## src/rtl/mem_dbus_stage_pkg.sv

```systemverilog
// Shared widths, ALU op codes, exception bit positions and access helpers for the MEM data-bus stage.
package mem_dbus_stage_pkg;

    localparam int REG_W      = 32;
    localparam int REG_ADDR_W = 5;
    localparam int ALUOP_W    = 8;

    localparam logic [ALUOP_W-1:0] EXE_LB_OP  = 8'b1110_0000;
    localparam logic [ALUOP_W-1:0] EXE_LH_OP  = 8'b1110_0001;
    localparam logic [ALUOP_W-1:0] EXE_LW_OP  = 8'b1110_0011;
    localparam logic [ALUOP_W-1:0] EXE_LBU_OP = 8'b1110_0100;
    localparam logic [ALUOP_W-1:0] EXE_LHU_OP = 8'b1110_0101;
    localparam logic [ALUOP_W-1:0] EXE_SB_OP  = 8'b1110_1000;
    localparam logic [ALUOP_W-1:0] EXE_SH_OP  = 8'b1110_1001;
    localparam logic [ALUOP_W-1:0] EXE_SW_OP  = 8'b1110_1011;

    localparam logic STOP    = 1'b1;
    localparam logic NO_STOP = 1'b0;

    localparam logic [REG_W-1:0] ZERO_WORD = '0;

    localparam int EXC_ADEL_BIT   = 13;
    localparam int EXC_ADES_BIT   = 14;
    localparam int EXC_BUSERR_BIT = 15;

    typedef enum logic [1:0] {
        SZ_NONE = 2'd0,
        SZ_BYTE = 2'd1,
        SZ_HALF = 2'd2,
        SZ_WORD = 2'd3
    } acc_size_e;

    function automatic logic is_load(input logic [ALUOP_W-1:0] op);
        return (op == EXE_LB_OP) || (op == EXE_LBU_OP) || (op == EXE_LH_OP) ||
               (op == EXE_LHU_OP) || (op == EXE_LW_OP);
    endfunction

    function automatic logic is_store(input logic [ALUOP_W-1:0] op);
        return (op == EXE_SB_OP) || (op == EXE_SH_OP) || (op == EXE_SW_OP);
    endfunction

    function automatic acc_size_e acc_size(input logic [ALUOP_W-1:0] op);
        case (op)
            EXE_LB_OP, EXE_LBU_OP, EXE_SB_OP: return SZ_BYTE;
            EXE_LH_OP, EXE_LHU_OP, EXE_SH_OP: return SZ_HALF;
            EXE_LW_OP, EXE_SW_OP:             return SZ_WORD;
            default:                          return SZ_NONE;
        endcase
    endfunction

endpackage

```

## src/rtl/mem_dbus_stage_lane_fmt.sv

```systemverilog
// Big-endian byte-lane formatting: byte enables, store replication, load extraction and extension.
module mem_lane_fmt
    import mem_dbus_stage_pkg::*;
(
    input  logic [ALUOP_W-1:0] aluop_i,
    input  logic [1:0]         addr_lo_i,
    input  logic [REG_W-1:0]   reg2_i,
    input  logic [REG_W-1:0]   rdata_i,
    output logic [3:0]         sel_o,
    output logic [REG_W-1:0]   wdata_o,
    output logic [REG_W-1:0]   ldata_o
);

    logic       sign_ext;
    logic [7:0] byte_v;
    logic [15:0] half_v;

    assign sign_ext = (aluop_i == EXE_LB_OP) || (aluop_i == EXE_LH_OP);

    // Lane 0 of the address is the most significant byte of the word.
    always_comb begin
        case (addr_lo_i)
            2'b00:   byte_v = rdata_i[31:24];
            2'b01:   byte_v = rdata_i[23:16];
            2'b10:   byte_v = rdata_i[15:8];
            default: byte_v = rdata_i[7:0];
        endcase
        half_v = addr_lo_i[1] ? rdata_i[15:0] : rdata_i[31:16];
    end

    always_comb begin
        sel_o   = 4'b0000;
        wdata_o = ZERO_WORD;
        ldata_o = ZERO_WORD;
        case (acc_size(aluop_i))
            SZ_BYTE: begin
                sel_o   = 4'b1000 >> addr_lo_i;
                wdata_o = {4{reg2_i[7:0]}};
                ldata_o = {{24{sign_ext & byte_v[7]}}, byte_v};
            end
            SZ_HALF: begin
                sel_o   = addr_lo_i[1] ? 4'b0011 : 4'b1100;
                wdata_o = {2{reg2_i[15:0]}};
                ldata_o = {{16{sign_ext & half_v[15]}}, half_v};
            end
            SZ_WORD: begin
                sel_o   = 4'b1111;
                wdata_o = reg2_i;
                ldata_o = rdata_i;
            end
            default: ;
        endcase
    end

endmodule

```

## src/rtl/mem_dbus_stage.sv

```systemverilog
// MEM stage with registered req/ack data bus, address checks and pipeline hold.
// Optional bus timeout enabled by defining DBUS_TIMEOUT_EN.
module mem_dbus_stage
    import mem_dbus_stage_pkg::*;
#(
    parameter int TIMEOUT_CYCLES = 255
) (
    input  logic                  clk,
    input  logic                  rst,
    input  logic                  flush,
    input  logic [5:0]            stall,
    input  logic [REG_ADDR_W-1:0] mem_wd,
    input  logic                  mem_wreg,
    input  logic [REG_W-1:0]      mem_wdata,
    input  logic [ALUOP_W-1:0]    mem_aluop,
    input  logic [REG_W-1:0]      mem_mem_addr,
    input  logic [REG_W-1:0]      mem_reg2,
    input  logic [31:0]           mem_excepttype,
    output logic                  dbus_req,
    output logic                  dbus_we,
    output logic [31:0]           dbus_addr,
    output logic [3:0]            dbus_sel,
    output logic [31:0]           dbus_wdata,
    input  logic [31:0]           dbus_rdata,
    input  logic                  dbus_ack,
    output logic [REG_ADDR_W-1:0] wb_wd,
    output logic                  wb_wreg,
    output logic [REG_W-1:0]      wb_wdata,
    output logic [31:0]           excepttype_o,
    output logic [31:0]           badvaddr_o,
    output logic                  stallreq
);

    localparam logic [1:0] ST_IDLE  = 2'd0;
    localparam logic [1:0] ST_BUSY  = 2'd1;
    localparam logic [1:0] ST_DONE  = 2'd2;
    localparam logic [1:0] ST_ABORT = 2'd3;

    logic [1:0]  state_q, state_d;
    logic        req_q, req_d, we_q, we_d;
    logic [31:0] addr_q, addr_d, wdata_q, wdata_d, rbuf_q, rbuf_d;
    logic [3:0]  sel_q, sel_d;
    logic        buserr_q, buserr_d;
    logic        tmo;

    logic        ld, st, is_mem, misalign, exc_in, access_ok;
    acc_size_e   size;
    logic [3:0]  lane_sel;
    logic [31:0] lane_wdata, lane_ldata;

    logic unused_stall;
    assign unused_stall = ^{stall[5], stall[3:0]};

    assign ld        = is_load(mem_aluop);
    assign st        = is_store(mem_aluop);
    assign is_mem    = ld | st;
    assign size      = acc_size(mem_aluop);
    assign misalign  = ((size == SZ_HALF) && mem_mem_addr[0]) ||
                       ((size == SZ_WORD) && (mem_mem_addr[1:0] != 2'b00));
    assign exc_in    = |mem_excepttype;
    assign access_ok = is_mem && !misalign && !exc_in;

    mem_lane_fmt u_lane_fmt (
        .aluop_i   (mem_aluop),
        .addr_lo_i (mem_mem_addr[1:0]),
        .reg2_i    (mem_reg2),
        .rdata_i   (rbuf_q),
        .sel_o     (lane_sel),
        .wdata_o   (lane_wdata),
        .ldata_o   (lane_ldata)
    );

`ifdef DBUS_TIMEOUT_EN
    localparam int CNT_W = $clog2(TIMEOUT_CYCLES + 1);
    logic [CNT_W-1:0] cnt_q, cnt_d;

    // Fires on the cycle that would otherwise be the TIMEOUT_CYCLES-th unacknowledged one.
    assign tmo = (cnt_q == CNT_W'(TIMEOUT_CYCLES - 1)) && !dbus_ack;

    always_comb begin
        cnt_d = cnt_q;
        if ((state_d != state_q) && ((state_d == ST_BUSY) || (state_d == ST_ABORT)))
            cnt_d = '0;
        else if ((state_q == ST_BUSY) || (state_q == ST_ABORT))
            cnt_d = cnt_q + 1'b1;
    end

    always_ff @(posedge clk or negedge rst) begin
        if (!rst) cnt_q <= '0;
        else      cnt_q <= cnt_d;
    end
`else
    logic unused_tmo;
    assign unused_tmo = (TIMEOUT_CYCLES == 0);
    assign tmo = 1'b0;
`endif

    always_comb begin
        state_d  = state_q;
        req_d    = req_q;
        we_d     = we_q;
        addr_d   = addr_q;
        sel_d    = sel_q;
        wdata_d  = wdata_q;
        rbuf_d   = rbuf_q;
        buserr_d = buserr_q;
        case (state_q)
            ST_IDLE: begin
                if (access_ok && !flush) begin
                    state_d  = ST_BUSY;
                    req_d    = 1'b1;
                    we_d     = st;
                    addr_d   = {mem_mem_addr[31:2], 2'b00};
                    sel_d    = lane_sel;
                    wdata_d  = st ? lane_wdata : ZERO_WORD;
                    buserr_d = 1'b0;
                end
            end
            ST_BUSY: begin
                if (dbus_ack) begin
                    req_d   = 1'b0;
                    state_d = flush ? ST_IDLE : ST_DONE;
                    if (!flush) rbuf_d = dbus_rdata;
                end else if (flush) begin
                    state_d = ST_ABORT;
                end else if (tmo) begin
                    req_d    = 1'b0;
                    buserr_d = 1'b1;
                    state_d  = ST_DONE;
                end
            end
            ST_ABORT: begin
                // The bus cycle must complete even though its result is unwanted.
                if (dbus_ack || tmo) begin
                    req_d   = 1'b0;
                    state_d = ST_IDLE;
                end
            end
            default: begin
                if (flush || (stall[4] == NO_STOP)) begin
                    state_d  = ST_IDLE;
                    buserr_d = 1'b0;
                end
            end
        endcase
    end

    always_ff @(posedge clk or negedge rst) begin
        if (!rst) begin
            state_q  <= ST_IDLE;
            req_q    <= 1'b0;
            we_q     <= 1'b0;
            addr_q   <= '0;
            sel_q    <= '0;
            wdata_q  <= '0;
            rbuf_q   <= '0;
            buserr_q <= 1'b0;
        end else begin
            state_q  <= state_d;
            req_q    <= req_d;
            we_q     <= we_d;
            addr_q   <= addr_d;
            sel_q    <= sel_d;
            wdata_q  <= wdata_d;
            rbuf_q   <= rbuf_d;
            buserr_q <= buserr_d;
        end
    end

    assign dbus_req   = req_q;
    assign dbus_we    = we_q;
    assign dbus_addr  = addr_q;
    assign dbus_sel   = sel_q;
    assign dbus_wdata = wdata_q;

    assign stallreq = ((state_q == ST_IDLE) && access_ok && !flush) || (state_q == ST_BUSY);

    always_comb begin
        wb_wd        = mem_wd;
        wb_wreg      = mem_wreg;
        wb_wdata     = mem_wdata;
        excepttype_o = mem_excepttype;
        badvaddr_o   = ZERO_WORD;
        if (exc_in) begin
            wb_wreg = 1'b0;
        end else if (is_mem && misalign) begin
            wb_wreg    = 1'b0;
            badvaddr_o = mem_mem_addr;
            if (ld) excepttype_o[EXC_ADEL_BIT] = 1'b1;
            else    excepttype_o[EXC_ADES_BIT] = 1'b1;
        end else if (is_mem) begin
            wb_wreg = 1'b0;
            if ((state_q == ST_DONE) && buserr_q) begin
                excepttype_o[EXC_BUSERR_BIT] = 1'b1;
                badvaddr_o                   = mem_mem_addr;
            end else if ((state_q == ST_DONE) && ld) begin
                wb_wreg  = mem_wreg;
                wb_wdata = lane_ldata;
            end
        end
    end

endmodule

```

## config.mk

```make
export PLATFORM = sky130hd
export DESIGN_NAME = mem_dbus_stage
export DESIGN_NICKNAME = d
export VERILOG_FILES = /design/src/rtl/mem_dbus_stage_pkg.sv /design/src/rtl/mem_dbus_stage_lane_fmt.sv /design/src/rtl/mem_dbus_stage.sv
export SDC_FILE = /design/constraint.sdc
export NUM_CORES = 1
export LEC_CHECK = 0
export CORE_AREA = 2 2 139 141
export CTS_CLUSTER_DIAMETER = 60
export DETAILED_ROUTE_END_ITERATION = 8
export DIE_AREA = 0 0 141 143
export GPL_ROUTABILITY_DRIVEN = 0
export HOLD_SLACK_MARGIN = 0.08
export PLACE_DENSITY_LB_ADDON = 0.15
export SLEW_MARGIN = 10
export SYNTH_ARGS = -nofsm -noshare
export SYNTH_HDL_FRONTEND = slang
export SYNTH_SLANG_ARGS = --single-unit
```

## constraint.sdc

```tcl
create_clock -name clk -period 7.1 [get_ports clk]
set_clock_uncertainty 0.15 [all_clocks]
set_input_delay 2.13 -clock clk [delete_from_list [all_inputs] [get_ports clk]]
set_output_delay 2.13 -clock clk [all_outputs]
set_load 0.05 [all_outputs]
```

# --- Word level (Yosys, flattened, before mapping) ---
# Cells that the tools add are included.
word_totals:
  output_inout_bits: 173
  rom_bits: 0
  ram_bits: 0
  n_memories: 0
  elab_cells: 116
  latch_bits: 0
  inputBits: 184
  reg_bits: 103
op_classes:
  order_cmp: 0
  eq_ne: 20
  n_bitwise: 6
  n_shift: 1
  multipliers: 0
  reduce_logical: 39
  mux: 42
  n_addsub: 0
  n_div: 0
op_table:
  columns: ["operator", "count"]
  rows:
  - ["32-bit 2-to-1 mux", 10]
  - ["32-bit case mux with 3 select lines", 2]
  - ["8-bit == test (second input constant)", 8]
  - ["32-bit OR reduction", 1]
  - ["8-bit case mux with 3 select lines", 1]
  - ["16-bit 2-to-1 mux", 1]
  - ["1-bit 2-to-1 mux", 14]
  - ["2-bit 2-to-1 mux", 7]
  - ["2-bit case mux with 3 select lines", 2]
  - ["4-bit case mux with 3 select lines", 1]
  - ["2-bit == test (second input constant)", 5]
  - ["1-bit logical AND", 10]
  - ["1-bit logical OR", 10]
  - ["3-bit AND reduction", 3]
  - ["2-bit by 1-bit == test with 1-bit output (second input constant)", 3]
  - ["2-bit nonzero test", 3]
  - ["3-bit OR reduction", 2]
  - ["2-bit zero test", 2]
  - ["4-bit 2-to-1 mux", 1]
  - ["2-bit inequality test (second input constant)", 2]
  - ["1-bit case mux with 2 select lines", 2]
  - ["4-bit AND reduction", 1]
  - ["4-bit nonzero test", 1]
  - ["2-bit OR reduction", 2]
  - ["other kinds (9)", 14]

# --- Depth between registers and ports, before layout ---
# Gate-level depths: netlist of run 1.
depth:
  depth_word: 12
  ltp_mapped: 8
  depth_no_buf: 5

# --- Cells and area by module ---
# Synthesis of run 1 repeated with hierarchy kept, for this count alone.
hier_totals:
  hier_cells: 609
  area_unflattened_um2: 6723.9
modules_own_cells:
  columns: ["module", "n_inst", "cells_each", "area_each_um2", "seq_area_each_um2"]
  rows:
  - ["mem_dbus_stage", 1, 406, 5288.8, 2552.4]
  - ["mem_lane_fmt", 1, 203, 1435.1, 0.0]

# --- Worst setup path after synthesis of run 1 ---
# OpenSTA, ideal clock, no wires.
synth_path:
  path_type: "input-to-output"
  from: "input port mem_aluop[0]"
  to: "output port wb_wreg"
  cell_stages: 7
  t_required_ns: 4.820
  arrival_time_ns: 4.542
  path_buffers: 2
  slack_ns: 0.278
  path_cell_list: "buf_2 > nand2b_4 > a41o_1 > a211oi_1 > nand4_1 > buf_2 > a21boi_0"
synth_between:
  elab_chain_cells: 11
  word_cells_on_any_way: 31
  classes_between: "eq/ne (10); mux (6); bitwise (1); reduce/logical (14)"
synth_rtl:
  columns: ["element", "line_no", "rtl"]
  rows:
  - ["from (decl)", "mem_dbus_stage.sv:15", "input logic [ALUOP_W-1:0] mem_aluop,"]
  - ["branches (longest 9 deep; another with 8-bit == test)", null, null]
  - ["1-bit 2-to-1 mux (*)", "mem_dbus_stage.sv:186", "end else if (is_mem && misalign) begin"]
  - ["1-bit 2-to-1 mux (*)", "mem_dbus_stage.sv:184", "if (exc_in) begin"]
  - ["to (decl)", "mem_dbus_stage.sv:27", "output logic wb_wreg,"]
# Every way passes the cells marked *.

# --- Worst setup path in the final report of run 1 ---
layout_path:
  from: "input port mem_aluop[1]"
  to: "output port wb_wdata[15]"
layout_between:
  elab_chain_cells: 11
  word_cells_on_any_way: 35
  classes_between: "eq/ne (11); mux (7); bitwise (2); reduce/logical (15)"
layout_rtl:
  columns: ["element", "line_no", "rtl"]
  rows:
  - ["branches (longest 9 deep; another with 32-bit case mux with 3 select lines)", null, null]
  - ["32-bit 2-to-1 mux (*)", "mem_dbus_stage.sv:186", null]
  - ["32-bit 2-to-1 mux (*)", "mem_dbus_stage.sv:184", null]
  - ["to (decl)", "mem_dbus_stage.sv:28", "output logic [REG_W-1:0] wb_wdata,"]
# Marks and branches as above.

==> results_dict.tcl, run 1 <==
set metrics [dict create \
    combPwrFrac_pct 20.9 \
    cts_inserted_buffers 9 \
    clock_tree.root_cell "clkbuf_16" \
    grt_pass1_vias 5780 \
    switchingPower_mw 0.386 \
    antenna_found_initial 0 \
    grt_pass1_wl_um 33100 \
    cts_tree "built" \
    r2r_cells 5 \
    crit_fanout 33 \
    end_kind "output pin" \
    status "completed" \
    rsz0062_at_grt "false" \
    multiInputGateArea_um2 2910 \
    holdPathEnd "dbus_wdata[16]" \
    drive_gt1_share_pct 22.0 \
    p_leak_nw 4.55 \
    arrival_ns 4.50 \
    cts_setup_buffers 0 \
    drtIter0Drc 259 \
    wl_per_cell_um 19.3 \
    r2r_slack_ns 4.63 \
    synth_top_area_share_pct 42.7 \
    grt_max_degree 105 \
    drv_cap 0 \
    die_h_um 143 \
    vdd_drop_max_mv 0.113 \
    min_period_ns 6.78 \
    clock.fmax_mhz 147 \
    grt-ovfl-total 0 \
    layout.nets 1074 \
    async_flop_share_pct 100 \
    cts.htree.levels 3 \
    num_vias 5749 \
    reg2reg_from "state_q[1]" \
    seqPwrFrac_pct 42.1 \
    start_util_pct 32.2 \
    synthDistinctLibCells 50 \
    synth.most_common_cell "dfrtp_1" \
    hp-class "reg2reg" \
    power.total_mw 1.43 \
    hold_path.startpoint "dbus_wdata[16]" \
    yosys_warnings 0 \
    die_area_um2 20200 \
    hold_ws_ns 0.338 \
    die_width_um 141 \
    place_inst 1113 \
    num_antenna_cells 0 \
    whs_path_depth 2 \
    clk_latency_ns 0.35 \
    required_ns 4.82 \
    critPathLaunchType "primary input" \
    setup_violations 0 \
    tightest_slew_ns 1.07 \
    synth-edff-count 0 \
    relSlewSlack_pct 28.5 \
    finalHoldViolCount 0 \
    ys_ff_latch 102 \
    area_delta_synth_final_pct 71.7 \
    grt_usage_pct 21.3 \
    ctsLongestPathBuffers 2 \
    syn_area_per_cell_um2 10.1 \
    drc 0 \
    port_buffers 339 \
    r2r_end "dbus_addr[9]" \
    synth_flop_cell "dfrtp_1" \
    clock_power_share_pct 37.0 \
    switching_share_pct 27.1 \
    synth_common_cells "102 x dfrtp_1, 72 x nand2_1, 70 x mux2_2, 44 x o21ai_0, 37 x buf_4" \
    syn-cell-area_um2 5980 \
    ys_seq_area_share_pct 42.7 \
    synthTopCellsByArea "dfrtp_1 43%, mux2_2 13%, mux2i_1 5.7%, buf_4 4.6%, nand2_1 4.5%" \
    crit_type "in2out" \
    dp_slack_ns 0.255 \
    final_antenna_net_count 0 \
    drt-total-wl_um 21800 \
    synthCells 593 \
    cellPowerDensity_nw_per_um2 139 \
    boundaryPins 357 \
    cts_sinks 102 \
    internal-power_mw 1.04 \
    via_per_inst 5.09 \
    fillers 1615 \
    dp_hpwl_um 17100 \
    period_share_pct 95.6 \
    yosys.area.top_type "dfrtp_1" \
    first_pass_iters 5 \
    layout_setup_ws_ns 0.315 \
    core_area_um2 18600 \
    seq_area_um2 2550 \
    slew_violations 0 \
    clk_pin_slew_worst_paths_ns 0.07 \
    layoutNonFillerInstCount 1129 \
    tns_ns 0 \
    rows 50 \
]
==> placed cells by master (no fill, tap or decap), types with 3 or more instances in the layout <==
cell type and n:
a222oi_1 4, buf_12 57, o21ai_0 44, nand2_1 72, o2bb2ai_1 9, nand4_1 4, buf_4 35, a221o_1 8
inv_1 25, clkbuf_16 9, a22oi_1 10, nor3_1 7, a22o_1 10, mux2_4 7, a21oi_1 20, nand3_1 3
clkdlybuf4s50_1 270, a21o_1 3, mux2i_1 34, inv_6 3, and2_1 32, nor4_1 9, dfrtp_1 102, mux2_2 70
nor2_1 8
==> registers in the layout (all words and copies together), names as in the netlist <==
name,flops
state_q,2
dbus_req,1
dbus_wdata,32
dbus_sel,4
dbus_we,1
rbuf_q,32
dbus_addr,30
==> cells by family after synthesis <==
logic type	after synthesis	share of synthesized area, %
buffers and inverters	102	9.20
and+or+nand+nor	154	13.2
other	1	0.0627
DFF	102	42.7
muxes	114	21.4
AOI/OAI and AO/OA	120	13.5
==> critical path, stage by stage <==
cell	delay, ns
clkdlybuf4s50_1	0.63
nand2b_4	0.25
a41o_1	0.26
a211oi_1	0.28
nand4_1	0.19
buf_12	0.22
mux2_1	0.33
buf_4	0.19
==> power groups by stage <==
stage | sequential, mW | combinational, mW | clock [mW]
final | 0.600 | 0.298 | 0.527
after global routing | 0.601 | 0.315 | 0.566
after CTS | 0.600 | 0.301 | 0.541
after global placement | 0.611 | 0.296 | 0
after detailed placement | 0.611 | 0.299 | 0
after floorplan | 0.607 | 0.136 | 0
==> per-layer routing <==
layer	share of wire, %	up-vias	global-route usage (%)
met5	0	-	0
met1	41	2795	26.4
met2	52	263	37.8
met3	6.2	16	4.06
li1	-	2675	-
met4	1.2	0	6.11
==> stage by stage <==
stage	util [%]	area, um^2
CTS	55.3	10300
global placement	53.6	9950
floorplan	-	5990
global route	55.3	10300
detailed placement	53.6	9950
finish	55.3	10300
==> area by class of cell <==
cell class / instances / area share [%]
Timing Repair Buffer: 362 / 40.0
Clock inverter: 5 / 0.621
Inverter: 25 / 0.914
Multi-Input combinational cell: 390 / 28.3
Tap cell: 234 / 2.85
Sequential cell: 102 / 24.9
Clock buffer: 11 / 2.46
==> worst max path at each step <==
stage	start	endpoint	slack, ns	cells past startpoint
floorplan	mem_aluop[0]	wb_wreg	0.28	7
global placement	mem_aluop[1]	wb_wdata[21]	0.27	7
detailed placement	mem_aluop[1]	wb_wdata[18]	0.25	7
CTS	mem_aluop[1]	wb_wdata[22]	0.22	7
global route	mem_excepttype[19]	wb_wdata[15]	0.11	8
finish	mem_aluop[1]	wb_wdata[15]	0.32	8
==> timing repair <==
action	in CTS	in global routing
hold buffers	0	0
hold endpoints to repair	0	0
resized for setup	0	1
setup endpoints to repair	0	13
Power figures use the tool's default switching activity.
==> inputs of run 2 (changes only) <==
--- a/config.mk
+++ b/config.mk
@@ -5,6 +5,7 @@
 export SDC_FILE = /design/constraint.sdc
 export NUM_CORES = 1
 export LEC_CHECK = 0
+export CAP_MARGIN = 30
 export CORE_AREA = 2 2 139 141
 export CTS_CLUSTER_DIAMETER = 60
 export DETAILED_ROUTE_END_ITERATION = 8
@@ -12,6 +13,7 @@
 export GPL_ROUTABILITY_DRIVEN = 0
 export HOLD_SLACK_MARGIN = 0.08
 export PLACE_DENSITY_LB_ADDON = 0.15
+export SETUP_SLACK_MARGIN = 0.4
 export SLEW_MARGIN = 10
 export SYNTH_ARGS = -nofsm -noshare
 export SYNTH_HDL_FRONTEND = slang
==> run 2 against run 1 <==
Net effect: global-route usage increased by 0.17 points; cell area is 2.0% higher; via count rose by 0.47%.
==> results_dict.tcl, run 2 (synthesis gave the netlist of run 1 again) <==
set metrics [dict create \
    drive_gt1_share_pct 23.9 \
    cts_sinks 102 \
    drc 0 \
    cp_num_buf_inv 3 \
    final_cell_area_um2 10500 \
    grt_pass1_vias 5880 \
    port_buffers 339 \
    grt_pass1_wl_um 33100 \
    clock.fmax_mhz 151 \
    min_period_ns 6.64 \
    tightest_slew_ns 0.707 \
    grt-ovfl-total 0 \
    final_common_cell "clkdlybuf4s50_1" \
    vdd_drop_max_mv 0.122 \
    drv_cap 0 \
    crit_fanout 7 \
    cp_top_family "buffers and inverters" \
    wl_per_cell_um 19.6 \
    critPathLaunchType "primary input" \
    tns_ns 0 \
    cpMostUsedCell "buf_4" \
    holdBufCountCts 0 \
    layout.nets 1082 \
    end_kind "output pin" \
    cts_tree "built" \
    grt_usage_pct 21.4 \
    num_antenna_cells 0 \
    clock_tree.root_cell "clkbuf_16" \
    area_delta_synth_final_pct 75.1 \
    drtIter0Drc 321 \
    first_pass_iters 5 \
    cp_slowest_cell "mux4_2" \
    cts.htree.levels 3 \
    clk_latency_ns 0.35 \
    dp_hpwl_um 17200 \
    layoutNonFillerInstCount 1137 \
    arrival_ns 4.36 \
    crit_type "in2out" \
    drt-total-wl_um 22200 \
    grt_max_degree 73 \
    slowest_delay_ns 0.53 \
    p_leak_nw 4.66 \
    place_inst 1113 \
    antenna_found_initial 0 \
    setup_violations 0 \
    num_vias 5776 \
    period_share_pct 93.5 \
    core_area_um2 18600 \
    rsz0062_at_grt "false" \
    start_util_pct 32.2 \
    slew_violations 0 \
    hp-class "reg2reg" \
    relSlewSlack_pct 52.3 \
    clk_pin_slew_worst_paths_ns 0.06 \
    final_cell_mix "263 x clkdlybuf4s50_1, 102 x dfrtp_1, 72 x nand2_1, 70 x mux2_2, 56 x buf_12" \
    die_h_um 143 \
    die_width_um 141 \
    rows 50 \
    dpl-instance-area_um2 9950 \
    via_per_inst 5.08 \
    final_antenna_net_count 0 \
    status "completed" \
    cellPowerDensity_nw_per_um2 139 \
    cts_inserted_buffers 9 \
    ctsLongestPathBuffers 2 \
    finalHoldViolCount 0 \
    die_area_um2 20200 \
    required_ns 4.82 \
    boundaryPins 357 \
    crit_chain "clkdlybuf4s50_1 -> mux4_2 -> and4_1 -> buf_4 -> a221o_1 -> mux2_2 -> buf_4" \
]
==> run 2: tightest hold or removal path, cell delays in order (launching register included) <==
cell and delay, ns:
dfrtp_1 0.34, nand2_1 0.05, o21ai_0 0.06
==> run 2: repair_timing <==
item,CTS,global route
pin swaps,3,6
resized for setup,8,18
setup endpoints to repair,33,66
endpoints found under the hold margin,0,0
setup buffers,2,4
gates cloned,0,1
==> run 2: power by group <==
| part | internal [mW] | switching [mW] | total (mW) |
|---|---|---|---|
| sequential | 0.590 | 0.00979 | 0.599 |
| clock | 0.322 | 0.231 | 0.553 |
| combinational | 0.155 | 0.149 | 0.304 |
==> run 2: per-layer routing <==
layer  vias to the layer above  routed length (um)  global-route usage (%)
li1                       2691                   -                       -
met1                      2780                9010                    26.3
met2                       277               11300                    37.7
met3                        28                1560                    4.63
met4                         0                 405                    6.68
met5                         -                   0                       0
==> run 2: cell type report <==
| class | instances | area, um^2 |
|---|---|---|
| Clock inverter | 6 | 92.6 |
| Sequential cell | 102 | 2550 |
| Tap cell | 234 | 293 |
| Clock buffer | 10 | 239 |
| Multi-Input combinational cell | 390 | 2980 |
| Timing Repair Buffer | 370 | 4230 |
| Fill cell | 1575 | 8110 |
| Inverter | 25 | 93.8 |
==> run 2: metrics by stage <==
| stage | utilization (%) | hold WS (ns) | power [mW] | setup slack [ns] |
|---|---|---|---|---|
| floorplan | - | 0.331 | 0.743 | 0.518 |
| global placement | 53.4 | 0.315 | 0.907 | 0.318 |
| detailed placement | 53.5 | 0.321 | 0.910 | 0.256 |
| CTS | 55.5 | 0.337 | 1.47 | 0.390 |
| global route | 56.4 | 0.373 | 1.51 | 0.395 |
| finish | 56.4 | 0.332 | 1.46 | 0.459 |
==> run 2: worst paths after layout <==
path / startpoint / endpoint / slack (ns) / depth (start not counted)
worst max-delay path: mem_mem_addr[1] / wb_wdata[10] / 0.46 / 7
worst min-delay path: dbus_wdata[0] / dbus_wdata[0] / 0.33 / 2
worst max register to register: state_q[1] / dbus_we / 4.71 / 6
worst min register to register: dbus_wdata[0] / dbus_wdata[0] / 0.33 / 2
max in group asynchronous: rst / rbuf_q[17] / 4.29 / 3
min in group asynchronous: rst / dbus_addr[31] / 1.58 / 1
